`src/rtl/wb_sprite_regs.sv`:
```
// rtl/wb_sprite_regs.sv - Wishbone sprite position register bank with frame-synchronous commit
// Defining WB_SPRITE_CLAMP_EN clamps stored coordinates to X_MAX/Y_MAX.
module wb_sprite_regs #(
   parameter int NUM_SPRITES = 4,
   parameter int COORD_W     = 10,
   parameter int X_MAX       = 639,
   parameter int Y_MAX       = 479
) (
   input  logic                                   wb_clk_i,
   input  logic                                   wb_rst_i,
   input  logic                                   wb_cyc_i,
   input  logic                                   wb_stb_i,
   input  logic                                   wb_we_i,
   input  logic [31:0]                            wb_adr_i,
   input  logic [3:0]                             wb_sel_i,
   input  logic [31:0]                            wb_dat_i,
   output logic [31:0]                            wb_dat_o,
   output logic                                   wb_ack_o,
   output logic                                   wb_err_o,
   output logic                                   wb_inta_o,
   input  logic                                   frame_start_i,
   output logic [NUM_SPRITES*(2*COORD_W+1)-1:0]   sprite_pos_o
);
   localparam int SW = 2*COORD_W + 1;
   localparam logic [COORD_W-1:0] X_LIM = COORD_W'(X_MAX);
   localparam logic [COORD_W-1:0] Y_LIM = COORD_W'(Y_MAX);
`ifdef WB_SPRITE_CLAMP_EN
   localparam bit CLAMP_EN = 1'b1;
`else
   localparam bit CLAMP_EN = 1'b0;
`endif

   logic          irq_en;
   logic          immediate;
   logic          frame_pend;
   logic [7:0]    frame_cnt;
   logic [SW-1:0] pend [NUM_SPRITES];
   logic [SW-1:0] comm [NUM_SPRITES];

   logic [5:0]    rd_idx;
   logic          req;
   logic          rd_valid;
   logic [31:0]   rd_word;

   logic          wr_we;
   logic [5:0]    wr_idx;
   logic [3:0]    wr_sel;
   logic [31:0]   wr_dat;
   logic          wr_go;
   logic [31:0]   wr_mask;
   logic [31:0]   wr_old;
   logic [31:0]   wr_merged;
   logic [COORD_W-1:0] mx;
   logic [COORD_W-1:0] my;
   logic [SW-1:0] wr_slot_val;
   logic          unused_bits;

   function automatic logic [31:0] slot_word(input logic [SW-1:0] v);
      logic [31:0] w;
      w = '0;
      w[31]              = v[SW-1];
      w[10 +: COORD_W]   = v[COORD_W +: COORD_W];
      w[COORD_W-1:0]     = v[COORD_W-1:0];
      return w;
   endfunction

   assign rd_idx    = wb_adr_i[7:2];
   assign req       = wb_cyc_i & wb_stb_i & ~wb_ack_o & ~wb_err_o;
   assign rd_valid  = ({1'b0, rd_idx} < 7'(NUM_SPRITES + 2));
   assign wr_go     = wb_ack_o & wr_we;
   assign wb_inta_o = frame_pend & irq_en;

   always_comb begin
      rd_word = '0;
      case (rd_idx)
         6'd0:    rd_word = {30'd0, immediate, irq_en};
         6'd1:    rd_word = {16'd0, frame_cnt, 7'd0, frame_pend};
         default: begin
            for (int s = 0; s < NUM_SPRITES; s++)
               if (rd_idx == 6'(s + 2)) rd_word = slot_word(pend[s]);
         end
      endcase
   end

   // Byte-lane merge against the readback image, then optional clamp.
   always_comb begin
      wr_mask = {{8{wr_sel[3]}}, {8{wr_sel[2]}}, {8{wr_sel[1]}}, {8{wr_sel[0]}}};
      wr_old  = '0;
      case (wr_idx)
         6'd0:    wr_old = {30'd0, immediate, irq_en};
         6'd1:    wr_old = {16'd0, frame_cnt, 7'd0, frame_pend};
         default: begin
            for (int s = 0; s < NUM_SPRITES; s++)
               if (wr_idx == 6'(s + 2)) wr_old = slot_word(pend[s]);
         end
      endcase
      wr_merged = (wr_old & ~wr_mask) | (wr_dat & wr_mask);
      mx = wr_merged[COORD_W-1:0];
      my = wr_merged[10 +: COORD_W];
      if (CLAMP_EN && (mx > X_LIM)) mx = X_LIM;
      if (CLAMP_EN && (my > Y_LIM)) my = Y_LIM;
      wr_slot_val = {wr_merged[31], my, mx};
   end

   always_ff @(posedge wb_clk_i) begin
      if (wb_rst_i) begin
         wb_ack_o   <= 1'b0;
         wb_err_o   <= 1'b0;
         wb_dat_o   <= '0;
         wr_we      <= 1'b0;
         wr_idx     <= '0;
         wr_sel     <= '0;
         wr_dat     <= '0;
         irq_en     <= 1'b0;
         immediate  <= 1'b0;
         frame_pend <= 1'b0;
         frame_cnt  <= '0;
         for (int s = 0; s < NUM_SPRITES; s++) begin
            pend[s] <= '0;
            comm[s] <= '0;
         end
      end else begin
         wb_ack_o <= 1'b0;
         wb_err_o <= 1'b0;
         wb_dat_o <= '0;
         if (req) begin
            wb_ack_o <= rd_valid;
            wb_err_o <= ~rd_valid;
            wr_we    <= wb_we_i;
            wr_idx   <= rd_idx;
            wr_sel   <= wb_sel_i;
            wr_dat   <= wb_dat_i;
            if (rd_valid && !wb_we_i) wb_dat_o <= rd_word;
         end

         // A frame start overrides a simultaneous W1C of frame_pend.
         if (frame_start_i) begin
            frame_cnt  <= frame_cnt + 8'd1;
            frame_pend <= 1'b1;
         end else if (wr_go && wr_idx == 6'd1 && wr_sel[0] && wr_dat[0]) begin
            frame_pend <= 1'b0;
         end

         if (wr_go && wr_idx == 6'd0) begin
            irq_en    <= wr_merged[0];
            immediate <= wr_merged[1];
         end

         // Commit samples the old pending value; an immediate write lands last and wins.
         for (int s = 0; s < NUM_SPRITES; s++) begin
            if (frame_start_i) comm[s] <= pend[s];
            if (wr_go && wr_idx == 6'(s + 2)) begin
               pend[s] <= wr_slot_val;
               if (immediate) comm[s] <= wr_slot_val;
            end
         end
      end
   end

   for (genvar g = 0; g < NUM_SPRITES; g++) begin : g_out
      assign sprite_pos_o[g*SW +: SW] = comm[g];
   end

   assign unused_bits = ^{wb_adr_i[31:8], wb_adr_i[1:0], wr_merged};
endmodule

```
`config.mk`:
```
export PLATFORM = sky130hd
export DESIGN_NAME = wb_sprite_regs
export DESIGN_NICKNAME = d
export VERILOG_FILES = /design/src/rtl/wb_sprite_regs.sv
export SDC_FILE = /design/constraint.sdc
export NUM_CORES = 1
export LEC_CHECK = 0
export CAP_MARGIN = 20
export CORE_UTILIZATION = 30
export DETAILED_ROUTE_END_ITERATION = 16
export PLACE_DENSITY = 0.55
export SYNTH_ARGS = -nofsm -noshare
export SYNTH_HDL_FRONTEND = slang
export SYNTH_SLANG_ARGS = --single-unit
```
`constraint.sdc`:
```
create_clock -name wb_clk_i -period 4.03 [get_ports wb_clk_i]
set_clock_uncertainty 0.15 [all_clocks]
set_input_delay 0.403 -clock wb_clk_i [delete_from_list [all_inputs] [get_ports wb_clk_i]]
set_output_delay 0.403 -clock wb_clk_i [all_outputs]
set_load 0.02 [all_outputs]
```
==> impl_metrics.ini, run 1 <==
[global_route]
grt_pass1_vias = 9165
overflow = 0
grt_max_degree = 49
grt.total_usage = 0.2025
antenna_found_initial = 5
grt_pass1_wl_mm = 59.14

[floorplan]
die_y_um = 196.5
die_w_um = 196.5
core-area_um2 = 36870
die_area_um2 = 38600
ios = 193
rows = 70
start_util = 0.3077

[timing]
slew_headroom = 0.3263
setup_tns_ns = 0
final-hold-violation-count = 0
fin_crit_sh = 0.7558
timing.fmax_mhz = 328.3
tightest_slew_ns = 1.011
rsz0062_at_grt = no
setup_viol = 0
maxSlewViolCount = 0
period_minus_slack_ns = 3.046

[drt]
post-route-drc-count = 0
drt_iter0_drc = 1282
wire_per_inst_um = 22.57
ant_nets = 0
dr.pass1.iters = 5
dr_total_vias = 9658
totalWireLength_mm = 39.61
viasPerCell = 5.503

[setup_path]
critical_path_class = reg -> reg
cp-end-kind = flip-flop
worstPathCellList = buf_4 > nand3b_1 > a21oi_1 > o311ai_1 > a31oi_1
startpoint_type = flip-flop
critPathTopFamily = compound AO/OA/AOI/OAI gates
cp.arrival_ns = 3.10
slowest_stage = o311ai_1
required_ns = 4.08
slowest_delay_ns = 0.87
cp_max_fo = 21
path_buf_inv = 1

[synth]
synth_ff_type = edfxtp_1
yosysTopAreaCell = edfxtp_1
syn_area_per_cell_um2 = 10.48
ys_top_cells_by_area = edfxtp_1 44%, dfxtp_1 12%, a21oi_1 6.3%
ys_ff_latch = 234
synth_top_area_share = 0.4447
ys_async_sr_fraction = 0
syn_area_um2 = 11340
synth-edff-count = 168
synthCells = 1083
yosys_warnings = 0
ys_seq_area_frac = 0.5612
synthDistinctLibCells = 68

[run_status]
status = finished clean

[clock_network]
insertion_delay_ns = 0.55
clkSlewWorstSetupHoldPaths_ns = 0.07
cts_root_buffer = clkbuf_16
htreeDepth = 1
ctsResizeCount = 0
post_cts_buffers = 0
cts_made_buffers = 25
cts.sinks = 234
cts_tree = yes
clk_path_buf_depth = 3
hold_buffers = 0

[final_layout]
area_growth_pct = 26.23
utilization = 0.3884
seqCellArea_um2 = 6366
num-nets-final = 1305
num-fill-cells = 3620
multi_input_area_um2 = 4606
drive_above_1_share = 0.1001

[placed_design]
place_congestion = 0.8783
dp_hpwl_mm = 28.82
io_buffers = 144

[power]
vdd_drop_max_v = 0.0002418
pwr_density_cell_nw_per_um2 = 393.4
leakage_nw = 4.762

[flow_run]
max_cap_violations = 0

[min_path]
hp-class = in -> reg
==> metrics by stage <==
| stage | hold slack, ns | cells | cell area [um^2] | setup WS [ns] | power (W) |
|---|---|---|---|---|---|
| final | 0.1156 | 1755 | 14320 | 0.9840 | 0.005633 |
| after global routing | 0.1107 | 1754 | 14320 | 0.8724 | 0.005812 |
| after CTS | 0.09099 | 1753 | 14320 | 1.094 | 0.005681 |
| after detailed placement | 0.2976 | 1707 | 13520 | 0.9920 | 0.003412 |
| after global placement | 0.2963 | 1707 | 13520 | 1.048 | 0.003404 |
| after floorplan | 0.2817 | 1093 | 11380 | 1.040 | 0.003117 |
==> Yosys cell counts (all sizes together) (8+ instances only) <==
cell type / instances
a21oi: 143
a221o: 36
a22oi: 24
a31oi: 42
a32oi: 9
and3: 19
buf: 27
clkbuf: 69
dfxtp: 66
edfxtp: 168
mux2i: 35
nand2: 93
nand3: 24
nand3b: 25
nor2: 120
nor2b: 18
nor3: 14
o21ai: 14
o22ai: 18
o2bb2ai: 9
o311ai: 8
or3: 20
==> per-layer routing <==
metal,part of all wire,vias up,track usage
li1,-,4429,-
met1,0.45,4628,0.2988
met2,0.43,551,0.2976
met3,0.10,48,0.04038
met4,0.020,2,0.05758
met5,0.00030,-,0
==> registers in the layout, indices dropped and copies added, names as in the netlist <==
register,count
wr_dat,21
pend,84
frame_pend,1
wb_err_o,1
frame_cnt,8
comm,84
wr_we,1
wr_sel,4
wr_idx,6
irq_en,1
wb_ack_o,1
wb_dat_o,21
immediate,1
==> where the power goes <==
part	switching [W]	internal [W]	leakage (nW)
sequential	0.0000787	0.00268	2.33
clock	0.000932	0.00133	0.388
combinational	0.000377	0.000236	2.04
total	0.00139	0.00425	4.76
==> cells in the final DEF, fill, tap and decap left out, types with 20 or more instances in the layout <==
| cell | count |
|---|---|
| or3_1 | 20 |
| clkdlybuf4s50_1 | 142 |
| nor2_1 | 119 |
| dfxtp_1 | 66 |
| nand3b_1 | 25 |
| nand3_1 | 24 |
| mux2i_1 | 35 |
| clkbuf_16 | 25 |
| a221o_1 | 36 |
| a31oi_1 | 42 |
| buf_4 | 62 |
| a22oi_1 | 24 |
| a21oi_1 | 143 |
| edfxtp_1 | 168 |
| nand2_1 | 93 |
==> worst paths after layout <==
kind	startpoint	to	slack [ns]	cells after the start
max	wr_idx[2]	comm[1][10]	0.98	5
min	wb_rst_i	frame_pend	0.12	2
max reg2reg	wr_idx[2]	comm[1][10]	0.98	5
min reg2reg	wr_dat[1]	wr_dat[1]	0.30	2
==> layout make-up <==
type,instances,area share
flip-flops and latches,234,0.4446
clock inverters,13,0.009611
inverters,6,0.001573
clock buffers,33,0.04578
well taps,504,0.04404
diodes,2,0.0003495
repair buffers,206,0.1325
multi-input cells,757,0.3216
==> logic make-up after synthesis <==
logic type               count (synthesis)  share of synthesized area
AND/OR/NAND/NOR                        360                     0.1590
AO/OA/AOI/OAI                          339                     0.1972
flip-flops                             234                     0.5612
buffers and inverters                  102                    0.03948
multiplexers                            41                    0.03783
XOR/XNOR                                 5                   0.003860
adder cells (fa/ha/maj)                  1                   0.001103
other                                    1                  0.0003306
==> worst reg2reg max path, delay by kind of cell (launching register included) <==
family | cells | cell delay [ns]
AO/OA/AOI/OAI | 3 | 1.25
buffers and inverters | 1 | 0.33
flip-flops | 1 | 0.83
AND/OR/NAND/NOR | 1 | 0.13
No activity file was read; power rests on OpenSTA's default activity.
==> run 2: changes to the inputs <==
PLACE_DENSITY = 0.57   (was 0.55)
clock period = 2.8 ns   (was 4.03 ns; I/O delays follow)
==> impl_metrics.ini, run 2 (synthesis gave the netlist of run 1 again) <==
[clock_network]
ctsResizeCount = 0
clkSlewWorstSetupHoldPaths_ns = 0.06
cts.sinks = 234
post_cts_buffers = 0
clk_path_buf_depth = 3
cts_tree = yes
htreeDepth = 1
cts_made_buffers = 25
insertion_delay_ns = 0.53
cts_root_buffer = clkbuf_16
hold_buffers = 0

[setup_path]
worstRegToRegCells = 5
cp.arrival_ns = 2.91
cp_max_fo = 10
slowest_stage = nor4b_1
r2r_slack_ns = 0.12
critPathCapture = comm[3][4]
critical_path_class = reg -> reg
reg2reg_to = comm[3][4]
slowest_delay_ns = 0.63
timing.rr.start = wr_idx[3]
startpoint = wr_idx[3]
startpoint_type = flip-flop
cp-end-kind = flip-flop
required_ns = 3.03
worstPathCellList = nor4b_1 > nand2_1 > buf_4 > nor2_2 > a221o_1

[drt]
dr.pass1.iters = 7
ant_nets = 0
post-route-drc-count = 0
totalWireLength_mm = 37.84
viasPerCell = 5.434
dr_total_vias = 9548
drt_iter0_drc = 1254
wire_per_inst_um = 21.54

[final_layout]
instances_no_fill = 1757
layout_common_cells = 168 x edfxtp_1, 143 x a21oi_1, 142 x clkdlybuf4s50_1
drive_above_1_share = 0.1086
reg_top3 = comm x84, pend x84
area_growth_pct = 27.30
num-fill-cells = 3618
num-nets-final = 1309
stdcell_area_um2 = 14440
final_common_cell = edfxtp_1

[power]
power_w = 0.008056
p_sw_w = 0.001967
combPwrFrac = 0.110
p_clk_frac = 0.397
swShare = 0.2441
pwr_density_cell_nw_per_um2 = 557.8
power_frac_seq = 0.493
intPower_w = 0.006089
leakage_nw = 4.815
vdd_drop_max_v = 0.0003236

[floorplan]
die_y_um = 196.5
ios = 193
start_util = 0.3077
die_w_um = 196.5
rows = 70
die_area_um2 = 38600
core-area_um2 = 36870

[timing]
period_minus_slack_ns = 2.680
final-hold-violation-count = 0
fin_crit_sh = 0.9572
timing.fmax_mhz = 373.1
tightest_slew_ns = 0.9467
rsz0062_at_grt = no
slew_headroom = 0.3589
setup_viol = 0
maxSlewViolCount = 0
setup_tns_ns = 0
setup_ws_ns = 0.1198

[global_route]
grt_max_degree = 45
grt_pass1_vias = 8822
antenna_found_initial = 3
grt.total_usage = 0.1913
grt_pass1_wl_mm = 56.69
overflow = 0

[flow_run]
max_cap_violations = 0

[placed_design]
place_area_um2 = 13610
dp_hpwl_mm = 27.87
dpl_worst_slack_ns = 0.1495
place_congestion = 0.8980
io_buffers = 144
dp_cells = 1709

[min_path]
hp-class = in -> reg

[run_status]
status = finished clean
[run 2: changes by cell type in the layout (fill, tap and decap cells not counted), moves of 3 or more]
cell       before  now
clkinv_1        5    1
clkbuf_8        0    4
clkinv_2        4    1
buf_12          0    6
bufinv_16       3    0
clkbuf_2        0    5
buf_4          62   58
[run 2: worst min path at each step]
stage	startpoint	to	slack, ns	depth (start not counted)
2_1_floorplan	wb_dat_i[0]	wr_dat[0]	0.27	2
3_3_place_gp	wr_dat[0]	wr_dat[0]	0.29	2
3_5_place_dp	wr_dat[31]	wr_dat[31]	0.30	2
4_1_cts	wb_adr_i[2]	wr_idx[0]	0.14	3
5_1_grt	wb_sel_i[1]	wr_sel[1]	0.16	3
6_report	wb_adr_i[2]	wr_idx[0]	0.16	3
[run 2: layout make-up]
| cell class | count | area [um^2] | share of cell area |
|---|---|---|---|
| well taps | 504 | 630.6 | 0.04367 |
| repair buffers | 210 | 1997 | 0.1383 |
| inverters | 6 | 22.52 | 0.001560 |
| flip-flops and latches | 234 | 6366 | 0.4408 |
| diodes | 1 | 2.502 | 0.0001733 |
| clock buffers | 43 | 780.7 | 0.05406 |
| clock inverters | 2 | 8.758 | 0.0006065 |
| multi-input cells | 757 | 4633 | 0.3208 |
[run 2: per-layer routing]
layer	wire length (um)	GRT usage
met2	15460	0.2652
met5	11	0
met4	560	0.04138
met1	18100	0.3060
met3	3714	0.02960
[run 2: power by group through the flow]
stage          clock (W)  combinational, W  sequential [W]
2_1_floorplan          0          0.000399         0.00409
3_3_place_gp           0          0.000878         0.00403
3_5_place_dp           0          0.000883         0.00404
4_1_cts          0.00326          0.000885         0.00396
5_1_grt          0.00340          0.000948         0.00398
6_report         0.00320          0.000889         0.00397
[run 2: critical path, delay by kind of cell, from the launching register on]
family / cells / cell delay (ns)
buf+inv: 1 / 0.32
compound gates: 1 / 0.25
flops: 1 / 0.36
simple gates: 3 / 1.46
[run 2: through the flow]
stage | utilization | hold WS (ns)
final | 0.3917 | 0.1593
after detailed placement | 0.3692 | 0.3007
after floorplan | - | 0.2660
after CTS | 0.3906 | 0.1440
after global routing | 0.3916 | 0.1599
after global placement | 0.3692 | 0.2943
